--- config.mk ---
export PLATFORM = sky130hd
export DESIGN_NAME = reg_seq_engine
export DESIGN_NICKNAME = d
export VERILOG_FILES = /design/src/rtl/reg_seq_pkg.sv /design/src/rtl/reg_seq_engine.sv
export SDC_FILE = /design/constraint.sdc
export NUM_CORES = 1
export LEC_CHECK = 0
export CORE_AREA = 3 3 680 682
export CTS_BUF_LIST = sky130_fd_sc_hd__clkbuf_8 sky130_fd_sc_hd__clkbuf_16
export DETAILED_ROUTE_END_ITERATION = 12
export DIE_AREA = 0 0 683 685
export PLACE_DENSITY = 0.3
export SLEW_MARGIN = 20
export SYNTH_ARGS = -nofsm -noshare
export SYNTH_HDL_FRONTEND = slang
export SYNTH_SLANG_ARGS = --single-unit
export TNS_END_PERCENT = 30
--- constraint.sdc ---
create_clock -name clk_i -period 7.25 [get_ports clk_i]
set_clock_uncertainty 0.15 [all_clocks]
set_input_delay 0.725 -clock clk_i [delete_from_list [all_inputs] [get_ports clk_i]]
set_output_delay 0.725 -clock clk_i [all_outputs]
set_load 0.1 [all_outputs]
--- src/rtl/reg_seq_pkg.sv ---
// ============================================================================
// Module      : reg_seq_pkg
// Description : Shared types for the register sequencing engine: command
//               table entries, error codes, FSM states and REG_BUS structs.
// Revision    : 1.0 - initial release
// ============================================================================
`default_nettype none

package reg_seq_pkg;

    localparam int unsigned c_REG_AW = 32;
    localparam int unsigned c_REG_DW = 32;

    typedef enum logic [1:0] {
        OP_END   = 2'd0,
        OP_WRITE = 2'd1,
        OP_POLL  = 2'd2,
        OP_DELAY = 2'd3
    } reg_seq_op_e;

    typedef enum logic [1:0] {
        ERR_NONE    = 2'd0,
        ERR_BUS     = 2'd1,
        ERR_TIMEOUT = 2'd2,
        ERR_ABORT   = 2'd3
    } reg_seq_err_e;

    typedef enum logic [2:0] {
        ST_IDLE   = 3'd0,
        ST_DECODE = 3'd1,
        ST_BUS    = 3'd2,
        ST_GAP    = 3'd3,
        ST_DELAY  = 3'd4,
        ST_DONE   = 3'd5,
        ST_ERROR  = 3'd6
    } reg_seq_state_e;

    typedef struct packed {
        reg_seq_op_e           op;
        logic [c_REG_AW-1:0]   addr;
        logic [c_REG_DW-1:0]   data;
        logic [c_REG_DW-1:0]   mask;
        logic [3:0]            wstrb;
    } reg_seq_cmd_t;

    typedef struct packed {
        logic [c_REG_AW-1:0]   addr;
        logic                  write;
        logic [c_REG_DW-1:0]   wdata;
        logic [3:0]            wstrb;
        logic                  valid;
    } reg_bus_req_t;

    typedef struct packed {
        logic [c_REG_DW-1:0]   rdata;
        logic                  error;
        logic                  ready;
    } reg_bus_rsp_t;

endpackage

`default_nettype wire

--- src/rtl/reg_seq_engine.sv ---
// ============================================================================
// Module      : reg_seq_engine
// Description : Walks a command table issuing REG_BUS writes, polls and
//               delays, reporting done / error with the failing index.
// Revision    : 1.0 - initial release
// ============================================================================
`default_nettype none

module reg_seq_engine
    import reg_seq_pkg::*;
#(
    parameter int unsigned NumCmds     = 16,
    parameter int unsigned PollTimeout = 1024,
    parameter int unsigned GapCycles   = 4,
    parameter type         reg_req_t   = reg_bus_req_t,
    parameter type         reg_rsp_t   = reg_bus_rsp_t
) (
    input  logic                               clk_i,
    input  logic                               rst_ni,
    input  logic                               start_i,
    input  logic                               abort_i,
    input  reg_seq_cmd_t [NumCmds-1:0]         cmd_i,
    output reg_req_t                           reg_req_o,
    input  reg_rsp_t                           reg_rsp_i,
    output logic                               busy_o,
    output logic                               done_o,
    output logic                               error_o,
    output logic [1:0]                         err_code_o,
    output logic [$clog2(NumCmds+1)-1:0]       cmd_idx_o
);

    localparam int unsigned IdxW    = $clog2(NumCmds + 1);
    localparam int unsigned RdCntW  = $clog2(PollTimeout + 1);
    localparam int unsigned GapW    = $clog2(GapCycles + 2);
    localparam int unsigned GapLast = (GapCycles > 0) ? GapCycles - 1 : 0;

    reg_seq_state_e        state_q, state_d;
    logic [IdxW-1:0]       cmd_idx_q, cmd_idx_d;
    logic [RdCntW-1:0]     read_cnt_q, read_cnt_d;
    logic [31:0]           delay_cnt_q, delay_cnt_d;
    logic [GapW-1:0]       gap_cnt_q, gap_cnt_d;
    reg_seq_err_e          err_code_q, err_code_d;
    logic                  abort_pend_q, abort_pend_d;

    reg_seq_cmd_t          cur_cmd;
    logic [IdxW-1:0]       idx_inc;
    logic [RdCntW-1:0]     rd_inc;
    logic                  poll_match;

    // Explicit compare loop keeps the out-of-table index (NumCmds) harmless.
    always_comb begin
        cur_cmd = '0;
        for (int unsigned i = 0; i < NumCmds; i++) begin
            if (cmd_idx_q == IdxW'(i)) begin
                cur_cmd = cmd_i[i];
            end
        end
    end

    always_comb begin
        idx_inc    = (cmd_idx_q == IdxW'(NumCmds)) ? cmd_idx_q : cmd_idx_q + 1'b1;
        rd_inc     = (read_cnt_q == '1) ? read_cnt_q : read_cnt_q + 1'b1;
        poll_match = ((reg_rsp_i.rdata ^ cur_cmd.data) & cur_cmd.mask) == '0;
    end

    always_comb begin
        state_d      = state_q;
        cmd_idx_d    = cmd_idx_q;
        read_cnt_d   = read_cnt_q;
        delay_cnt_d  = delay_cnt_q;
        gap_cnt_d    = gap_cnt_q;
        err_code_d   = err_code_q;
        abort_pend_d = abort_pend_q;

        case (state_q)
            ST_IDLE, ST_DONE, ST_ERROR: begin
                if (start_i) begin
                    state_d      = ST_DECODE;
                    cmd_idx_d    = '0;
                    err_code_d   = ERR_NONE;
                    abort_pend_d = 1'b0;
                end
            end
            ST_DECODE: begin
                if (abort_i) begin
                    state_d    = ST_ERROR;
                    err_code_d = ERR_ABORT;
                end else if (cmd_idx_q == IdxW'(NumCmds)) begin
                    state_d = ST_DONE;
                end else begin
                    case (cur_cmd.op)
                        OP_WRITE, OP_POLL: begin
                            state_d    = ST_BUS;
                            read_cnt_d = '0;
                        end
                        OP_DELAY: begin
                            if (cur_cmd.data == '0) begin
                                cmd_idx_d = idx_inc;
                            end else begin
                                state_d     = ST_DELAY;
                                delay_cnt_d = cur_cmd.data;
                            end
                        end
                        default: state_d = ST_DONE;
                    endcase
                end
            end
            ST_BUS: begin
                if (reg_rsp_i.ready) begin
                    abort_pend_d = 1'b0;
                    // A pending or simultaneous abort overrides whatever came back.
                    if (abort_i || abort_pend_q) begin
                        state_d    = ST_ERROR;
                        err_code_d = ERR_ABORT;
                    end else if (reg_rsp_i.error) begin
                        state_d    = ST_ERROR;
                        err_code_d = ERR_BUS;
                    end else if (cur_cmd.op == OP_WRITE || poll_match) begin
                        state_d   = ST_DECODE;
                        cmd_idx_d = idx_inc;
                    end else begin
                        read_cnt_d = rd_inc;
                        gap_cnt_d  = '0;
                        if (rd_inc >= RdCntW'(PollTimeout)) begin
                            state_d    = ST_ERROR;
                            err_code_d = ERR_TIMEOUT;
                        end else if (GapCycles == 0) begin
                            state_d = ST_BUS;
                        end else begin
                            state_d = ST_GAP;
                        end
                    end
                end else if (abort_i) begin
                    abort_pend_d = 1'b1;
                end
            end
            ST_GAP: begin
                if (abort_i) begin
                    state_d    = ST_ERROR;
                    err_code_d = ERR_ABORT;
                end else if (gap_cnt_q == GapW'(GapLast)) begin
                    state_d = ST_BUS;
                end else begin
                    gap_cnt_d = gap_cnt_q + 1'b1;
                end
            end
            ST_DELAY: begin
                if (abort_i) begin
                    state_d    = ST_ERROR;
                    err_code_d = ERR_ABORT;
                end else if (delay_cnt_q <= 32'd1) begin
                    delay_cnt_d = '0;
                    state_d     = ST_DECODE;
                    cmd_idx_d   = idx_inc;
                end else begin
                    delay_cnt_d = delay_cnt_q - 32'd1;
                end
            end
            default: state_d = ST_IDLE;
        endcase
    end

    always_ff @(posedge clk_i or negedge rst_ni) begin
        if (!rst_ni) begin
            state_q      <= ST_IDLE;
            cmd_idx_q    <= '0;
            read_cnt_q   <= '0;
            delay_cnt_q  <= '0;
            gap_cnt_q    <= '0;
            err_code_q   <= ERR_NONE;
            abort_pend_q <= 1'b0;
        end else begin
            state_q      <= state_d;
            cmd_idx_q    <= cmd_idx_d;
            read_cnt_q   <= read_cnt_d;
            delay_cnt_q  <= delay_cnt_d;
            gap_cnt_q    <= gap_cnt_d;
            err_code_q   <= err_code_d;
            abort_pend_q <= abort_pend_d;
        end
    end

    // Request decoded from state so an asynchronous reset drops valid at once.
    always_comb begin
        reg_req_o = '0;
        if (state_q == ST_BUS) begin
            reg_req_o.valid = 1'b1;
            reg_req_o.addr  = cur_cmd.addr;
            reg_req_o.write = (cur_cmd.op == OP_WRITE);
            if (cur_cmd.op == OP_WRITE) begin
                reg_req_o.wdata = cur_cmd.data;
                reg_req_o.wstrb = cur_cmd.wstrb;
            end
        end
    end

    always_comb begin
        busy_o     = (state_q == ST_DECODE) || (state_q == ST_BUS) ||
                     (state_q == ST_GAP)    || (state_q == ST_DELAY);
        done_o     = (state_q == ST_DONE);
        error_o    = (state_q == ST_ERROR);
        err_code_o = err_code_q;
        cmd_idx_o  = cmd_idx_q;
    end

endmodule

`default_nettype wire

==> results of run 1 <==
sequential cells by signal, indices dropped and copies added, names as in the netlist:
register / cells
read_cnt_q: 11
err_code_o: 2
delay_cnt_q: 32
state_q: 3
gap_cnt_q: 3
abort_pend_q: 1
cmd_idx_o: 5
power groups by stage:
stage               clock network (mW)  registers (mW)  logic, mW
finish                           0.510           0.670       19.3
global route                     0.538           0.691       19.6
CTS                              0.532           0.665       19.3
detailed placement                   0           0.669       19.2
global placement                     0           0.663       19.2
floorplan                            0           0.634       6.51
per-stage QoR:
stage	std cells	TNS [ns]	total power, mW	worst slack [ns]
CTS	11100	-0.0424	20.5	-0.0218
global route	11200	0	20.8	0.0603
finish	11400	0	20.5	0.243
detailed placement	11100	0	19.8	0.0281
floorplan	3195	-6.74	7.14	-0.817
global placement	11100	0	19.9	0.0543
final timing paths:
check,startpoint,endpoint,cells after the start
setup / recovery,cmd_idx_o[0]$_DFFE_PN0P_,reg_req_o[64],13
hold / removal,gap_cnt_q[0]$_DFFE_PN0P_,gap_cnt_q[0]$_DFFE_PN0P_,1
setup reg to reg,cmd_idx_o[2]$_DFFE_PN0P_,err_code_o[1]$_DFFE_PN0P_,15
hold reg to reg,gap_cnt_q[0]$_DFFE_PN0P_,gap_cnt_q[0]$_DFFE_PN0P_,1
max in group asynchronous,rst_ni,cmd_idx_o[2]$_DFFE_PN0P_,2
min in group asynchronous,rst_ni,delay_cnt_q[24]$_DFFE_PN0P_,2
area by class of cell:
class	count	area, sq um	area share [%]
flip-flops and latches	57	1440	2.90
repair buffers	2151	21500	43.3
well taps	6125	7660	15.4
diodes	244	611	1.23
multi-input cells	2738	18000	36.2
clock buffers	9	225	0.454
inverters	34	135	0.272
clock inverters	7	100	0.202
timing repair:
item,CTS,global route
gates resized for setup,3,2
pin swaps,0,1
buffers inserted,0,9
endpoints found under the setup margin,4,6
synth_stat cells (all sizes together) (14+ instances only):
cell,count,area [sq um]
a32oi,30,263
or3,20,125
nand2b,45,289
nand3,75,380
a221o,72,721
nand4,15,93.8
a21oi,366,1840
a22oi,72,541
a31oi,42,269
a22o,52,455
a221oi,110,993
o211ai,120,906
a21o,40,300
nor3b,18,168
nor3,66,358
dfrtp,57,1430
o2bb2ai,35,307
inv,33,124
o31ai,27,203
o22ai,114,713
o32ai,14,123
o21ai,312,1560
nor2,255,965
o22a,17,149
buf,210,1130
nand2,279,1050
a211o,16,140
o21a,30,225
nor2b,39,244
o221ai,52,462
clkbuf,156,586
and3,35,219
a211oi,63,478
and2,20,128
cells by family (layout without fill, tap and decap cells):
logic type | count (synthesis) | in the layout | share of synthesized area, %
other | 0 | 244 | 0
AOI/OAI and AO/OA | 1725 | 1725 | 58.0
adders and majority gates | 13 | 13 | 0.788
and+or+nand+nor | 967 | 967 | 23.8
muxes | 15 | 15 | 0.758
buffers and inverters | 400 | 2201 | 8.92
xor gates and xnor gates | 18 | 18 | 0.764
DFF | 57 | 57 | 6.91
layer usage:
| metal | global-route usage [%] | part of all wire [%] |
|---|---|---|
| met2 | 38.7 | 43 |
| met4 | 5.86 | 3.0 |
| met5 | 0 | 0.39 |
| met1 | 31.4 | 42 |
| met3 | 12.5 | 12 |
==> qor.yml, run 1 <==
clocking:
  clk_pin_slew_ns: 0.07
  cts_root_buffer: "clkbuf_16"
  cts_hold_buffers: 0
  clk_latency_ns: 0.37
  cts_buffers: 9
  cts_sinks: 57
  clock_path_buffers: 2
  htreeDepth: 3
  cts_tree: "built"
placed_design:
  gp_congestion: 0.929
  io_buffer_count: 1749
  place_area_sq_mm: 0.0486
  place_hpwl_um: 552000
critical_path:
  setup.worst_path.end_class: "output pin"
  crit_type: "flip-flop to output pin"
  required_ns: 6.38
  rrSetupSlack_ns: 0.29
  critPathSlowestCell: "o21ai_0"
  start_kind: "flip-flop"
  path_cells: "inv_1, ha_4, nor4bb_4, buf_6, a22oi_1, nand3_1, o211ai_1, a31oi_1, a211oi_1, o21ai_0, o2111ai_1, o21ai_1, buf_12"
  critPathTopFamily: "compound AO/OA/AOI/OAI gates"
  path_buf_inv: 3
  cp.arrival_ns: 6.13
  crit_fanout: 37
  cpPeakStageDelay_ns: 0.79
timing:
  finalHoldViolCount: 0
  slew_viol_final: 0
  worst_pin_slew_ns: 1.36
  timing.hold.ws_ns: 0.354
  period_share_pct: 96.6
  rsz0062_at_grt: "no"
  fin_crit_ns: 7.01
  slew_headroom_pct: 9.45
  finalSetupViolCount: 0
  max_freq_mhz: 143
floorplan:
  ios: 1750
  fp.dieW_um: 683
  dieArea_sq_mm: 0.468
  die_h_um: 685
  core_sq_mm: 0.456
  initial_core_util_pct: 4.52
  rows: 248
pwr:
  p_seq_share_pct: 3.3
  p_switching_mw: 14.1
  intPower_mw: 6.40
  p_clk_share_pct: 2.5
  power.leakage_nw: 15.7
  switching_share_pct: 68.8
  power.density_mw_per_mm2: 413
  combinationalPowerShare_pct: 94.2
  ir_worst_vdd_uv: 369
cells_and_area:
  fin_util_pct: 10.9
  drive_gt1_share_pct: 13.1
  areaGrowthSynthToFinish_pct: 141
  fin_area_sq_mm: 0.0496
  final_common_cell: "clkdlybuf4s50_1"
  filler_cell_count: 53000
  final_nets: 6674
  final_cell_mix: "clkdlybuf4s50_1 (1669), buf_4 (376), a21oi_1 (359)"
routing:
  final_antenna_net_count: 0
  drc_errors: 0
  dr_total_vias: 43700
  first_iter_violations: 5296
  dr.pass1.iters: 8
  finalWirelength_um: 619000
  route.detailed.wl_per_inst_um: 54.5
  vias_per_cell: 3.84
synthesis:
  synth-seq-cells: 57
  synth_edf_count: 0
  ys_seq_area_share_pct: 6.91
  synthCells: 3195
  avgSynthCellArea_sq_um: 6.46
  async_reset_ff_share_pct: 100
  synth_cell_type_count: 115
  synth_ff_type: "dfrtp_1"
  synthesis.nets: 4878
  ys_warn_count: 0
  netlist_area_sq_mm: 0.0206
global_route:
  grt_usage_pct: 25.3
  grt_pass1_vias: 40500
  grt_pass1_wl_um: 714000
  grt_overflow_total: 0
  antenna_found_initial: 736
  grt_max_degree: 76
status:
  outcome: "finished clean"
flow_run:
  maxCapViolCount: 0
min_path:
  hp-class: "flip-flop to flip-flop"
Note: power is estimated with default switching activity, not from simulation.
==> inputs of run 2 (changes only) <==
--- a/config.mk
+++ b/config.mk
@@ -5,6 +5,8 @@
 export SDC_FILE = /design/constraint.sdc
 export NUM_CORES = 1
 export LEC_CHECK = 0
+export CELL_PAD_IN_SITES_DETAIL_PLACEMENT = 0
+export CELL_PAD_IN_SITES_GLOBAL_PLACEMENT = 1
 export CORE_AREA = 3 3 680 682
 export CTS_BUF_LIST = sky130_fd_sc_hd__clkbuf_8 sky130_fd_sc_hd__clkbuf_16
 export DETAILED_ROUTE_END_ITERATION = 12
==> run 2 against run 1 <==
Die area is the same; highest routed layer unchanged; cell count decreased by 0.93%; total power is 2.7% lower; largest power group unchanged; setup slack improved by 0.10 ns; critical path type is now flip-flop to flip-flop; clock-buffer cell count up 1; sequential share of layout area barely moved; global-route usage down 1.7 points.
==> qor.yml, run 2 (synthesized netlist as in run 1, its figures left out) <==
routing:
  vias_per_cell: 3.76  # -2.2%
  first_iter_violations: 4685  # -12%
  drc_errors: 0  # unchanged
  route.detailed.wl_per_inst_um: 51.4  # -5.6%
  dr.pass1.iters: 8  # unchanged
  finalWirelength_um: 579000  # -6.5%
  final_antenna_net_count: 0  # unchanged
  dr_total_vias: 42300  # -3.1%
cells_and_area:
  final_cell_mix: "clkdlybuf4s50_1 (1669), a21oi_1 (358), buf_4 (352)"
  filler_cell_count: 53100  # +0.14%
  final_common_cell: "clkdlybuf4s50_1"
  largest_reg_flops: 32  # unchanged
  fin_area_sq_mm: 0.0494  # -0.48%
  top_register: "delay_cnt_q"
  drive_gt1_share_pct: 12.7  # -0.41 points
  areaGrowthSynthToFinish_pct: 139
  final_nets: 6653  # -0.31%
critical_path:
  regToRegEndpoint: "cmd_idx_o[4]$_DFFE_PN0P_"
  r2r_cells: 16  # +1
  crit_type: "flip-flop to flip-flop"
  setup.worst_path.end_class: "flip-flop"
  crit_fanout: 37  # unchanged
  rrSetupSlack_ns: 0.35  # +0.06 ns
  r2r-start: "cmd_idx_o[1]$_DFFE_PN0P_"
  cp.arrival_ns: 7.04  # +0.91 ns
  required_ns: 7.39  # +1.01 ns
  start_kind: "flip-flop"
floorplan:
  core_sq_mm: 0.456  # unchanged
  fp.dieW_um: 683  # unchanged
  initial_core_util_pct: 4.52  # unchanged
  dieArea_sq_mm: 0.468  # unchanged
  rows: 248  # unchanged
  die_h_um: 685  # unchanged
  ios: 1750  # unchanged
min_path:
  worstHoldEndpoint: "gap_cnt_q[0]$_DFFE_PN0P_"
  whs_path_depth: 1  # unchanged
  hp-class: "flip-flop to flip-flop"
  hp-start: "gap_cnt_q[0]$_DFFE_PN0P_"
timing:
  period_share_pct: 95.2  # -1.4 points
  fin_crit_ns: 6.90  # -0.105 ns
  finalHoldViolCount: 0  # unchanged
  rsz0062_at_grt: "no"
  timing.hold.ws_ns: 0.344  # -0.00934 ns
  finalSetupViolCount: 0  # unchanged
  slew_viol_final: 0  # unchanged
  worst_pin_slew_ns: 1.31  # -0.0446 ns
  slew_headroom_pct: 11.9  # +2.4 points
  fin_ws_ns: 0.348  # +0.105 ns
  max_freq_mhz: 145  # +1.5%
clocking:
  cts_buffers: 9  # unchanged
  cts_root_buffer: "clkbuf_16"
  clk_latency_ns: 0.38  # about the same
  cts_sinks: 57  # unchanged
  cts_hold_buffers: 0  # unchanged
  clk_pin_slew_ns: 0.07  # about the same
  clock_path_buffers: 2  # unchanged
  cts_tree: "built"
  htreeDepth: 3  # unchanged
global_route:
  grt_pass1_vias: 40100  # -0.99%
  grt_max_degree: 73  # -3.9%
  grt_overflow_total: 0  # unchanged
  antenna_found_initial: 632  # -14%
  grt_pass1_wl_um: 668000  # -6.5%
  grt_usage_pct: 23.5  # -1.7 points
placed_design:
  place_hpwl_um: 515000  # -6.8%
  place_area_sq_mm: 0.0486  # about the same
  dpl_worst_slack_ns: 0.309  # +0.281 ns
  io_buffer_count: 1749  # unchanged
  gp_congestion: 0.915  # -1.5%
flow_run:
  maxCapViolCount: 0  # unchanged
pwr:
  ir_worst_vdd_uv: 213  # -42%
  power.leakage_nw: 15.6  # -0.62%
  power.density_mw_per_mm2: 404  # -2.2%
status:
  outcome: "finished clean"
-- run 2: cell count changes in the layout (fill, tap and decap cells not counted), moves of 5 or more --
cell / change
a221oi_1: +6
buf_2: -5
diode_2: -85
a221oi_2: -6
buf_12: +9
o21ai_1: -6
o21ai_0: +5
buf_4: -24
-- run 2: power by group --
group / switching (mW) / total [mW] / internal (mW) / leakage [nW]
clock: 0.204 / 0.484 / 0.280 / 0.151
combinational: 13.3 / 18.8 / 5.53 / 14.7
sequential: 0.236 / 0.675 / 0.440 / 0.736
-- run 2: stage by stage --
| step | util, % | cells | total power [mW] | setup TNS, ns |
|---|---|---|---|---|
| after floorplan | - | 3195 | 7.14 | -6.74 |
| after global placement | 10.6 | 11100 | 19.4 | 0 |
| final | 10.8 | 11300 | 20.0 | 0 |
| after global routing | 10.8 | 11100 | 20.5 | 0 |
| after CTS | 10.7 | 11100 | 19.9 | 0 |
| after detailed placement | 10.6 | 11100 | 19.3 | 0 |
-- run 2: per-layer routing --
| metal | track usage, % | wire length [um] | vias to the layer above |
|---|---|---|---|
| met1 | 30.1 | 248000 | 21600 |
| met3 | 11.2 | 68600 | 809 |
| met5 | 0 | 1790 | - |
| met2 | 36.0 | 248000 | 3141 |
| met4 | 3.88 | 12500 | 278 |
| li1 | - | - | 16500 |
-- run 2: final cells by class --
| class | count | area, sq um | share of cell area, % |
|---|---|---|---|
| Multi-Input combinational cell | 2738 | 18000 | 36.4 |
| Inverter | 34 | 140 | 0.284 |
| Antenna cell | 159 | 398 | 0.805 |
| Sequential cell | 57 | 1440 | 2.91 |
| Clock buffer | 10 | 239 | 0.484 |
| Clock inverter | 6 | 72.6 | 0.147 |
| Tap cell | 6125 | 7660 | 15.5 |
| Timing Repair Buffer | 2130 | 21500 | 43.5 |
-- run 2: critical path: stages, from the launching register on --
cell and delay (ns):
dfrtp_1 0.51, ha_4 0.43, buf_12 0.32, buf_4 0.38
or3b_2 0.49, a31oi_1 0.42, a32oi_1 0.24, o21ai_0 1.00
buf_4 0.31, a21o_1 0.38, and4bb_1 0.25, nand4_1 0.11
nor4_2 0.49, nand2b_4 0.25, nor3b_4 0.47, and2_4 0.28
mux2i_1 0.18
-- run 2: worst max-delay path by stage --
stage / startpoint / end / slack [ns] / cells after the start
2_1_floorplan: cmd_idx_o[1]$_DFFE_PN0P_ / reg_req_o[1] / -0.82 / 19
3_3_place_gp: cmd_idx_o[1]$_DFFE_PN0P_ / read_cnt_q[7]$_DFFE_PN0P_ / 0.16 / 18
3_5_place_dp: cmd_idx_o[0]$_DFFE_PN0P_ / read_cnt_q[6]$_DFFE_PN0P_ / 0.31 / 19
4_1_cts: cmd_idx_o[2]$_DFFE_PN0P_ / reg_req_o[2] / 0.009 / 18
5_1_grt: cmd_idx_o[0]$_DFFE_PN0P_ / reg_req_o[1] / 0.10 / 20
6_report: cmd_idx_o[1]$_DFFE_PN0P_ / cmd_idx_o[4]$_DFFE_PN0P_ / 0.35 / 16
-- run 2: what timing repair did --
item | in CTS | in global routing
buffers inserted | 0 | 4
pin swaps | 0 | 2
gates resized for setup | 1 | 1
endpoints found under the setup margin | 2 | 5
